**config.mk**
```make
export PLATFORM = sky130hd
export DESIGN_NAME = if16ba_fetch
export DESIGN_NICKNAME = d
export VERILOG_FILES = /design/src/rtl/if16ba_fetch.sv
export SDC_FILE = /design/constraint.sdc
export NUM_CORES = 1
export LEC_CHECK = 0
export CAP_MARGIN = 20
export CORE_ASPECT_RATIO = 1.75
export CORE_MARGIN = 2
export CORE_UTILIZATION = 38
export CTS_CLUSTER_DIAMETER = 30
export DETAILED_ROUTE_END_ITERATION = 7
export PLACE_DENSITY = 0.76
export SETUP_SLACK_MARGIN = 0.02
export SYNTH_ARGS = -nofsm -noshare
export SYNTH_HDL_FRONTEND = slang
export SYNTH_SLANG_ARGS = --single-unit
```
**constraint.sdc**
```tcl
create_clock -name clk -period 1.6 [get_ports clk]
set_clock_uncertainty 0.05 [all_clocks]
set_input_delay 0.24 -clock clk [delete_from_list [all_inputs] [get_ports clk]]
set_output_delay 0.24 -clock clk [all_outputs]
set_load 0.02 [all_outputs]
```
**src/rtl/if16ba_fetch.sv**
```systemverilog
`default_nettype none
// ============================================================================
//  Module      : if16ba_fetch
//  Description : Instruction fetch stage of the 16-bit core. Owns the PC,
//                fetches words over an imem req/ack handshake and hands them
//                to decode over a valid/ready handshake. Redirects from
//                execute restart fetch at a new PC.
//                Optional macro IF16BA_HALT_EN: a delivered jump-to-self
//                parks the stage in HALT until rst or redirect.
//  Revision    : 1.0 - initial release
// ============================================================================
module if16ba_fetch #(
    parameter int              PC_W     = 8,
    parameter logic [PC_W-1:0] RESET_PC = '0
) (
    input  logic            clk,
    input  logic            rst,
    input  logic            en,
    output logic [PC_W-1:0] imem_addr,
    output logic            imem_req,
    input  logic            imem_ack,
    input  logic [15:0]     imem_rdata,
    output logic [15:0]     instr,
    output logic            instr_valid,
    input  logic            instr_ready,
    output logic [PC_W-1:0] pc_out,
    input  logic            redirect,
    input  logic [PC_W-1:0] redirect_pc,
    output logic            halted,
    inout  wire             dvdd,
    inout  wire             dgnd
);

    typedef enum logic [2:0] {
        ST_IDLE  = 3'd0,
        ST_REQ   = 3'd1,
        ST_FULL  = 3'd2,
        ST_DRAIN = 3'd3
`ifdef IF16BA_HALT_EN
        ,
        ST_HALT  = 3'd4
`endif
    } state_t;

    localparam logic [PC_W-1:0] c_pc_one = {{(PC_W-1){1'b0}}, 1'b1};

    state_t          r_state;
    logic [PC_W-1:0] r_pc;

    // Supply pins carry no logic; they only exist for the physical netlist.
    wire w_unused_supply;
    assign w_unused_supply = dvdd ^ dgnd;

    // The memory address is the PC register itself, so it is stable while a
    // request is outstanding unless a redirect moves it.
    assign imem_addr = r_pc;

`ifdef IF16BA_HALT_EN
    // Word currently held for decode is a JMP whose target is its own address.
    logic w_self_jump;
    assign w_self_jump = (instr[15:12] == 4'hF) && (instr[PC_W-1:0] == pc_out);
`else
    assign halted = 1'b0;
`endif

    // Fetch FSM: PC, memory request and the decode-side output registers.
    always_ff @(posedge clk or posedge rst) begin
        if (rst) begin
            r_state     <= ST_IDLE;
            r_pc        <= RESET_PC;
            imem_req    <= 1'b0;
            instr       <= 16'h0000;
            instr_valid <= 1'b0;
            pc_out      <= RESET_PC;
`ifdef IF16BA_HALT_EN
            halted      <= 1'b0;
`endif
        end else if (redirect) begin
            // Redirect wins over everything; any held word is dropped.
            r_pc        <= redirect_pc;
            instr_valid <= 1'b0;
`ifdef IF16BA_HALT_EN
            halted      <= 1'b0;
`endif
            if (((r_state == ST_REQ) || (r_state == ST_DRAIN)) && !imem_ack) begin
                // A request cannot be withdrawn: wait out its ack, then refetch.
                r_state  <= ST_DRAIN;
                imem_req <= 1'b1;
            end else begin
                r_state  <= en ? ST_REQ : ST_IDLE;
                imem_req <= en;
            end
        end else begin
            case (r_state)
                ST_IDLE: begin
                    if (en) begin
                        r_state  <= ST_REQ;
                        imem_req <= 1'b1;
                    end
                end
                ST_REQ: begin
                    if (imem_ack) begin
                        instr       <= imem_rdata;
                        pc_out      <= r_pc;
                        instr_valid <= 1'b1;
                        r_pc        <= r_pc + c_pc_one;
                        r_state     <= ST_FULL;
                        imem_req    <= 1'b0;
                    end
                end
                ST_FULL: begin
                    if (instr_ready) begin
                        instr_valid <= 1'b0;
`ifdef IF16BA_HALT_EN
                        if (w_self_jump) begin
                            r_state  <= ST_HALT;
                            imem_req <= 1'b0;
                            halted   <= 1'b1;
                        end else begin
                            r_state  <= en ? ST_REQ : ST_IDLE;
                            imem_req <= en;
                        end
`else
                        r_state  <= en ? ST_REQ : ST_IDLE;
                        imem_req <= en;
`endif
                    end
                end
                ST_DRAIN: begin
                    // Response belongs to the pre-redirect address: discard it.
                    if (imem_ack) begin
                        r_state  <= en ? ST_REQ : ST_IDLE;
                        imem_req <= en;
                    end
                end
`ifdef IF16BA_HALT_EN
                ST_HALT: begin
                    imem_req <= 1'b0;
                end
`endif
                default: begin
                    r_state  <= ST_IDLE;
                    imem_req <= 1'b0;
                end
            endcase
        end
    end

endmodule
`default_nettype wire

```
==> key figures, run 1 <==
Layout
  – Fill count: 318
  – Final Net Count: 239
  – Share of layout cells above drive strength 1: 25.2%
  – Ant diodes: 0
  – Syn-to-layout area delta: 57.3%
  – FF+latch area: 877 um^2
  – Multi-input gate area: 628 um^2

Routing
  – WL/cell: 15.3 um
  – # DRC: 0
  – 1st-iter DRT viols: 37
  – Vias per cell: 5.32
  – Final wirelength: slightly below 4000 um
  – Post-DRT Antenna Nets: 0
  – DR vias: 1351
  – Drt pass-1 iters: 4

STA
  – Hold_ws: 198 ps
  – Final setup vio count: 0
  – RSZ-0062 raised after global routing: no
  – Fin. Hold Viols: 0
  – Endpoints left unconstrained: 2
  – Post-layout min period: ~1500 ps
  – TNS Setup: 0 ps
  – Max Freq: 650 MHz
  – Fin crit share: 96.1%
  – Pins over their slew limit: 0

Worst setup path
  – CP endpoint kind: output pin
  – Worst path bufs/invs: 1
  – Cell family with most CP delay: buffers and inverters
  – Max FO, Critical Path: 2
  – Arrival time at the worst endpoint: 1250 ps
  – Critical Path Start Type: register
  – Crit-path cells: clkdlybuf4s50_1
  – CP max-delay cell: clkdlybuf4s50_1
  – Slowest stage delay, CP: between 600 and 700 ps
  – Critical Path RT: 1310 ps
  – Setup CP Type: register to output pin

Pwr
  – Combinational share of power: 39.6%
  – NetSw: 1.07 mW
  – Net Sw Frac: 31.5%
  – Tot Pwr: 3.39 mW
  – Pleak: 1.09 nW
  – Clk pwr share: 22.1%
  – Peak VDD IR: approximately 0.00089 V
  – PD cells: 1380 mW/mm^2
  – Reg power frac: 38.3%
  – Cell Int Power: about 2.3 mW

Global routing
  – Largest net degree at the start of global routing: 26
  – First-pass GRT wire length: ~6000 um
  – Initial antenna violation count: 0
  – Routing usage on met3: between 4 and 5%
  – GR Layer Usage met2: 32.7%
  – Most Used Layer, Global Route: met2
  – Vias in the first global route: 1374
  – Met1 GRT Util: 17.3%
  – GR Util All Layers: 18.2%
  – Global route overflow: 0

Floorplanning
  – Die area: 0.00467 mm^2
  – Initial Utilization: 40.1%
  – Core ar.: 0.00390 mm^2
  – Boundary pin count: 67
  – Die width: around 53 um
  – Die span in y: 88.9 um
  – Core Rows: 30

Status
  – Outcome: finished, final reports clean

Logic synthesis
  – Yosys top cell by area: dfrtp_1
  – Top post-synthesis cells by count: dfrtp_1, mux2_2, nand2_1
  – Unique cell type count in the Yosys netlist: 34
  – Synth async-reset ratio: 100%
  – Ys flop type: dfrtp_1
  – Warnings, synthesis: 0
  – Post-synthesis area per instance: 12.5 um^2
  – Synthesized cell area: roughly 0.0016 mm^2
  – Seq cells post-synth: 35
  – Most frequent cell after synthesis: dfrtp_1
  – Syn Inst Count: 125
  – Mapped Nets: 158
  – Synth top area share: 56.0%
  – Number of synthesized flops with an enable pin: 0
  – Area contributors post-synth: dfrtp_1, mux2_2, nand2_1
  – Register area share after synthesis: 56.0%

Clock network
  – Clk slew on worst S/H paths: 70 ps
  – Num CTS Buffers: 5
  – CTS Hold Buffers Added: 0
  – Clock Root Buffer: clkbuf_8
  – Htree depth: 2
  – CTS tree: yes
  – Bufs on Longest Clock Path: 2
  – CTS Sinks: 35
  – Worst-skew pair later-pin latency: 290 ps

Placement
  – Post-DP HPWL: 2980 um
  – RD Place Congestion: 0.803
  – IO buf count: 63

Hold path
  – Hold crit path type: input port to asynchronous set/reset pin

Job
  – Max Cap Viol: 0
## final timing paths
check | slack, ps | end | cells past startpoint | start
worst min register to register | 450 | instr[8] | 1 | instr[8]
max in group asynchronous | 970 | imem_req | 3 | rst
worst min-delay path | 200 | instr[0] | 3 | rst
worst max-delay path | 60 | pc_out[4] | 1 | pc_out[4]
worst max register to register | 70 | imem_addr[6] | 4 | imem_addr[0]
min in group clk | 450 | instr[8] | 1 | instr[8]
## cells by family (layout without fill, tap and decap cells)
family                     count (synthesis)  after routing  share of synthesized area, %
AOI/OAI and AO/OA                         19             19                          7.83
xor gates and xnor gates                   2              2                          1.12
adders and majority gates                  1              1                         0.799
buffers and inverters                     10             91                          3.92
DFF                                       35             35                          56.0
muxes                                     25             25                          17.9
other                                      1              1                         0.240
and+or+nand+nor                           32             32                          12.2
## registers in the layout (all words and copies together) (netlist names)
register     flops
instr           16
imem_addr        8
instr_valid      1
imem_req         1
r_state          1
pc_out           8
## per-stage QoR
| stage | util (%) | setup WS [ps] | instances | area [um^2] |
|---|---|---|---|---|
| finish | 63.1 | 61.7 | 254 | 2460 |
| global placement | 60.3 | -176 | 246 | 2350 |
| detailed placement | 60.3 | -192 | 246 | 2350 |
| global route | 63.1 | 13.4 | 254 | 2460 |
| CTS | 62.6 | 31.9 | 253 | 2440 |
| floorplan | - | 50.7 | 125 | 1570 |
## power groups by stage
stage / Combinational (mW) / Sequential, mW / Clock [mW]
4_1_cts: 1.37 / 1.31 / 0.769
3_3_place_gp: 1.35 / 1.30 / 0
3_5_place_dp: 1.38 / 1.32 / 0
5_1_grt: 1.42 / 1.34 / 0.801
2_1_floorplan: 0.335 / 1.62 / 0
6_report: 1.34 / 1.30 / 0.749
## per-layer routing
| layer | vias to the layer above | wire [um] |
|---|---|---|
| li1 | 611 | - |
| met1 | 643 | 1300 |
| met2 | 77 | 2140 |
| met3 | 20 | 287 |
| met4 | 0 | 161 |
| met5 | - | 0 |
## repair_timing
action / 4_1_cts / 5_1_grt
setup endpoints to repair: 10 / 7
resized for setup: 10 / 5
endpoints found under the hold margin: 0 / 0
setup buffers: 0 / 1
## worst register-to-register path: stages (launching register included)
cell and delay [ps]:
dfrtp_1 410, ha_1 200, nand4b_1 190, or4_1 510
nand3_1 100
## cell usage in the layout, fill, tap and decap left out, types with 3 or more instances in the layout
cell             Yosys  final
nand2_1              9      9
nand3_1              3      3
inv_1                5      5
clkbuf_8             2      5
dlygate4sd2_1        0     10
clkdlybuf4s50_1      0     48
nor2b_1              4      4
or4_1                3      3
o21ai_0              6      6
buf_4                1     14
dfrtp_1             35     34
dlymetal6s2s_1       0      5
mux2_2              24     24
a21oi_1              4      4
## layout make-up
class                   count  area share, %
flip-flops and latches     35           35.6
repair buffers             79           31.5
multi-input cells          80           25.5
clock buffers               6           2.95
well taps                  48           2.44
clock inverters             1           1.22
inverters                   5          0.762
No activity file was read; power rests on OpenSTA's default activity.
==> run 2, diff against run 1 <==
==> constraint.sdc (replaced) <==
create_clock -name clk -period 1.3 [get_ports clk]
set_clock_uncertainty 0.05 [all_clocks]
set_input_delay 0.195 -clock clk [delete_from_list [all_inputs] [get_ports clk]]
set_output_delay 0.195 -clock clk [all_outputs]
set_load 0.02 [all_outputs]
==> run 2 against run 1 <==
Net effect:
- the flow now finishes with violations (negative setup slack)
- global-route usage is 2.2 points higher
- final cell count increased by 6.7%
- flip-flop and latch count is the same
- critical endpoint is now instr[3]
- largest cell class unchanged
- highest routed layer unchanged
==> key figures, run 2 (synthesized netlist as in run 1, its figures left out) <==
Placement
  – IO buf count: between 60 and 70
  – RD Place Congestion: 0.852
  – Placed insts: roughly 250
  – Post-DP HPWL: 3300 um

Layout
  – Commonest cells after routing, fill and taps aside: clkdlybuf4s50_1, dfrtp_1, dlygate4sd2_1, buf_4, mux2_2
  – Share of layout cells above drive strength 1: between 40 and 50%
  – Final Net Count: 255
  – Fill count: 323
  – Ant diodes: 0
  – Max reg flops: 16
  – Commonest non-fill, non-tap cell in the layout: clkdlybuf4s50_1
  – Syn-to-layout area delta: 74.6%
  – Multi-input gate area: 781 um^2
  – FF+latch area: 887 um^2
  – Final cell count without fillers: 271
  – Core Util, Final: 70.0%
  – Top reg by flops: instr

Routing
  – # DRC: 0
  – Drt pass-1 iters: 4
  – Final wirelength: 4590 um
  – Vias per cell: 5.03
  – Routed length on met2: ~2700 um
  – DR vias: 1362
  – Post-DRT Antenna Nets: 0
  – Wl on met1: 1580 um
  – WL/cell: approximately 17 um
  – DR top layer: met4
  – Met3 wire length: 223 um
  – 1st-iter DRT viols: 13

Clock network
  – CTS Hold Buffers Added: 0
  – Worst-skew pair later-pin latency: roughly 280 ps
  – CTS Sinks: 35
  – CTS tree: yes
  – Num CTS Buffers: 5
  – Clk slew on worst S/H paths: approximately 70 ps
  – Htree depth: 2
  – Clock Root Buffer: clkbuf_8
  – Bufs on Longest Clock Path: 2

Pwr
  – Combinational share of power: 40.0%
  – Reg power frac: 38.0%
  – Cell Int Power: 2.86 mW
  – Pleak: 1.21 nW
  – NetSw: 1.40 mW
  – PD cells: 1560 mW/mm^2
  – Net Sw Frac: between 30% and 40%
  – Peak VDD IR: 0.00101 V
  – Clk pwr share: a little over a fifth

Worst setup path
  – Max FO, Critical Path: 14
  – Critical Path RT: 1420 ps
  – Worst r2r src: r_state[1]
  – Critical Path Start Type: register
  – Worst R2R Path Depth: 4
  – Slowest stage delay, CP: 410 ps
  – Worst R2R End: instr[3]
  – R2R setup slack: -210 ps
  – Arrival time at the worst endpoint: between 1500 and 2000 ps
  – Setup crit end: instr[3]
  – CP max-delay cell: dfrtp_1
  – Crit-path cells: nand3b_1, nor2_4, buf_12, mux2_2
  – CP Launch Point: r_state[1]
  – Setup CP Type: register to register
  – CP endpoint kind: register

Floorplanning
  – Boundary pin count: 67
  – Core Rows: 30
  – Die span in y: 88.9 um
  – Core ar.: 0.00390 mm^2
  – Initial Utilization: 40.1%
  – Die area: about 0.0047 mm^2
  – Die width: 52.5 um

STA
  – Pins over their slew limit: 0
  – TNS Setup: -5530 ps
  – Max Freq: 662 MHz
  – Fin. Hold Viols: 0
  – Post-layout min period: 1510 ps
  – Final setup vio count: 31
  – PnR worst setup slack: -210 ps
  – RSZ-0062 raised after global routing: yes
  – Endpoints left unconstrained: 2
  – Fin crit share: 116%

Status
  – Failing checks: negative setup slack
  – Outcome: finished, violations left

Global routing
  – Global route overflow: 0
  – First-pass GRT wire length: just under 7000 um
  – Initial antenna violation count: 0
  – Vias in the first global route: 1461
  – GR Util All Layers: 20.4%
  – Largest net degree at the start of global routing: 20

Job
  – Max Cap Viol: 0

Hold path
  – Hold crit path type: input port to asynchronous set/reset pin
## run 2: worst max-delay path, delay by kind of cell, from the launching register on
family,cells,cell delay [ps]
buffers and inverters,1,170
DFF,1,410
muxes,1,340
and+or+nand+nor,2,430
## run 2: final cells by class
class	count	area share [%]
sequential	35	32.5
timing repair buffer	95	32.1
multi-input combinational	80	28.6
clock buffer	7	2.79
tap	48	2.20
clock inverter	1	1.10
inverter	5	0.824
## run 2: how the worst min path moves through the flow
stage	from	to	cells past startpoint
after floorplan	imem_ack	imem_req	1
after global placement	instr[13]	instr[13]	1
after detailed placement	instr[9]	instr[9]	1
after CTS	rst	instr[1]	3
after global routing	rst	instr[3]	3
final	rst	instr[1]	3
## run 2: metrics by stage
stage / hold slack, ps / setup slack (ps) / cell area, um^2 / power [mW]
floorplan: 227 / -249 / 1600 / 2.43
global placement: 438 / -384 / 2440 / 3.31
detailed placement: 447 / -421 / 2440 / 3.38
CTS: 189 / -193 / 2590 / 4.22
global route: 242 / -274 / 2730 / 4.49
finish: 188 / -210 / 2730 / 4.26
## run 2: metal layers
layer,vias up,track usage [%]
met3,10,5.69
met5,-,0
met2,47,38.2
met1,660,20.0
li1,645,-
met4,0,9.32
## run 2: what timing repair did
item,in CTS,in global routing
setup buffers,3,8
setup endpoints to repair,66,39
pin swaps,4,9
gates cloned,0,1
gates resized for setup,69,27
## run 2: power groups by stage
stage	clock [mW]	combinational (mW)	sequential (mW)
2_1_floorplan	0	0.420	2.01
3_3_place_gp	0	1.69	1.62
3_5_place_dp	0	1.74	1.65
4_1_cts	0.973	1.62	1.62
5_1_grt	1.01	1.81	1.66
6_report	0.939	1.70	1.62
==> run 3, diff against run 2 <==
==> constraint.sdc (replaced) <==
create_clock -name clk -period 1.25 [get_ports clk]
set_clock_uncertainty 0.05 [all_clocks]
set_input_delay 0.1875 -clock clk [delete_from_list [all_inputs] [get_ports clk]]
set_output_delay 0.1875 -clock clk [all_outputs]
set_load 0.02 [all_outputs]
==> run 3 against run 2 <==
Net effect:
- the flow still finishes with violations (negative setup slack)
- sequential power is 4% higher
- power is 6.3% higher
- register-to-register slack worse by 50 ps
- flip-flop and latch count stayed put
- largest power group unchanged
- critical path depth is 2 higher
- cell area is 0.82% higher
- final cell count is 3.0% higher
- first-iteration DRC count is 120% higher
- die area stayed put
- hold slack worse by 10 ps
==> key figures, run 3 (synthesized netlist as in run 1, its figures left out) <==
Pwr
  – Pleak: 1.24 nW
  – Peak VDD IR: 0.00139 V
  – PD cells: 1640 mW/mm^2
  – Tot Pwr: 4.53 mW

Clock network
  – Worst-skew pair later-pin latency: 290 ps
  – Bufs on Longest Clock Path: 2
  – Htree depth: 2
  – CTS tree: yes
  – Num CTS Buffers: 5
  – Clk slew on worst S/H paths: 80 ps
  – Clock Root Buffer: clkbuf_8
  – CTS Sinks: 35
  – CTS Hold Buffers Added: 0

STA
  – Hold_ws: 178 ps
  – Max Freq: 662 MHz
  – Final setup vio count: 34
  – TNS Setup: -7100 ps
  – Endpoints left unconstrained: 2
  – PnR worst setup slack: -261 ps
  – Pins over their slew limit: 0
  – Post-layout min period: 1510 ps
  – Fin. Hold Viols: 0
  – RSZ-0062 raised after global routing: yes
  – Fin crit share: 121%

Layout
  – Final Net Count: ~260
  – Max reg flops: 16
  – Syn-to-layout area delta: 76.0%
  – Commonest non-fill, non-tap cell in the layout: buf_4
  – Commonest cells after routing, fill and taps aside: buf_4, clkdlybuf4s50_1, dfrtp_1
  – Post-route cell area: 0.00276 mm^2
  – Top reg by flops: instr
  – Ant diodes: 0
  – Share of layout cells above drive strength 1: 53.2%

Routing
  – # DRC: 0
  – Drt pass-1 iters: 4
  – WL/cell: 17.5 um
  – Final wirelength: ~4900 um
  – 1st-iter DRT viols: 29
  – Post-DRT Antenna Nets: 0
  – Vias per cell: 5.15
  – DR vias: 1436

Worst setup path
  – Worst r2r src: r_state[1]
  – CP Launch Point: imem_ack
  – Worst R2R End: instr[7]
  – Setup crit end: imem_addr[4]
  – CP endpoint kind: register
  – Critical Path RT: 1430 ps
  – Critical Path Start Type: input port
  – Arrival time at the worst endpoint: 1690 ps
  – Setup CP Type: input port to register
  – Max FO, Critical Path: 5
  – R2R setup slack: -260 ps
  – Worst R2R Path Depth: 4

Global routing
  – Global route overflow: 0
  – Vias in the first global route: between 1500 and 2000
  – First-pass GRT wire length: 7400 um
  – Largest net degree at the start of global routing: 20
  – GR Util All Layers: 21.9%
  – Initial antenna violation count: 0

Hold path
  – Hold crit path type: input port to asynchronous set/reset pin

Floorplanning
  – Die width: 52.5 um
  – Initial Utilization: 40.1%
  – Boundary pin count: between 60 and 70
  – Die area: 0.00467 mm^2
  – Core ar.: 0.00390 mm^2
  – Die span in y: 88.9 um
  – Core Rows: 30

Placement
  – Post-DP HPWL: 3340 um
  – RD Place Congestion: 0.849
  – IO buf count: 63
  – Placed inst area: 0.00245 mm^2

Job
  – Max Cap Viol: 0

Status
  – Outcome: finished, violations left
  – Failing checks: negative setup slack
==> run 3: cell type report <==
cell class | count | area (um^2)
fillers | 294 | 1150
clock buffers | 5 | 68.8
multi-input cells | 80 | 781
inverters | 5 | 22.5
clock inverters | 3 | 43.8
well taps | 48 | 60.1
flip-flops and latches | 35 | 887
repair buffers | 103 | 892
==> run 3: per-layer routing <==
layer  wire length [um]  track usage, %  vias to the layer above
li1                   -               -                      660
met4                 97            10.0                        0
met5                  0               0                        -
met3                226            4.18                       11
met1               1670            22.2                      717
met2               2890            41.5                       48
==> run 3: power breakdown <==
part,switching (mW),internal [mW],total [mW],leakage [nW]
Combinational,0.890,0.934,1.82,0.775
Sequential,0.223,1.47,1.69,0.408
Clock,0.419,0.593,1.01,0.0581
==> run 3: how the worst min path moves through the flow <==
stage / endpoint / slack, ps / depth (start not counted)
after floorplan: imem_req / 220 / 1
after global placement: instr[13] / 440 / 1
after detailed placement: instr[9] / 450 / 1
after CTS: instr[7] / 180 / 3
after global routing: instr[3] / 220 / 3
final: instr[3] / 180 / 3
==> run 3: repair_timing <==
action | 4_1_cts | 5_1_grt
gates resized for setup | 109 | 40
gates cloned | 1 | 0
setup endpoints to repair | 68 | 59
buffers inserted | 10 | 6
pin swaps | 6 | 7
==> run 3: through the flow <==
step,util [%],cells,setup WS [ps]
5_1_grt,70.6,279,-318
2_1_floorplan,-,125,-299
3_3_place_gp,62.8,255,-425
6_report,70.6,279,-261
4_1_cts,70.0,274,-256
3_5_place_dp,62.8,255,-490
==> run 3: worst max-delay path, cell delays in order <==
cell and delay, ps:
clkdlybuf4s50_1 510, buf_4 150, nand4b_1 150, buf_4 200
or4_1 410, nand3_1 90
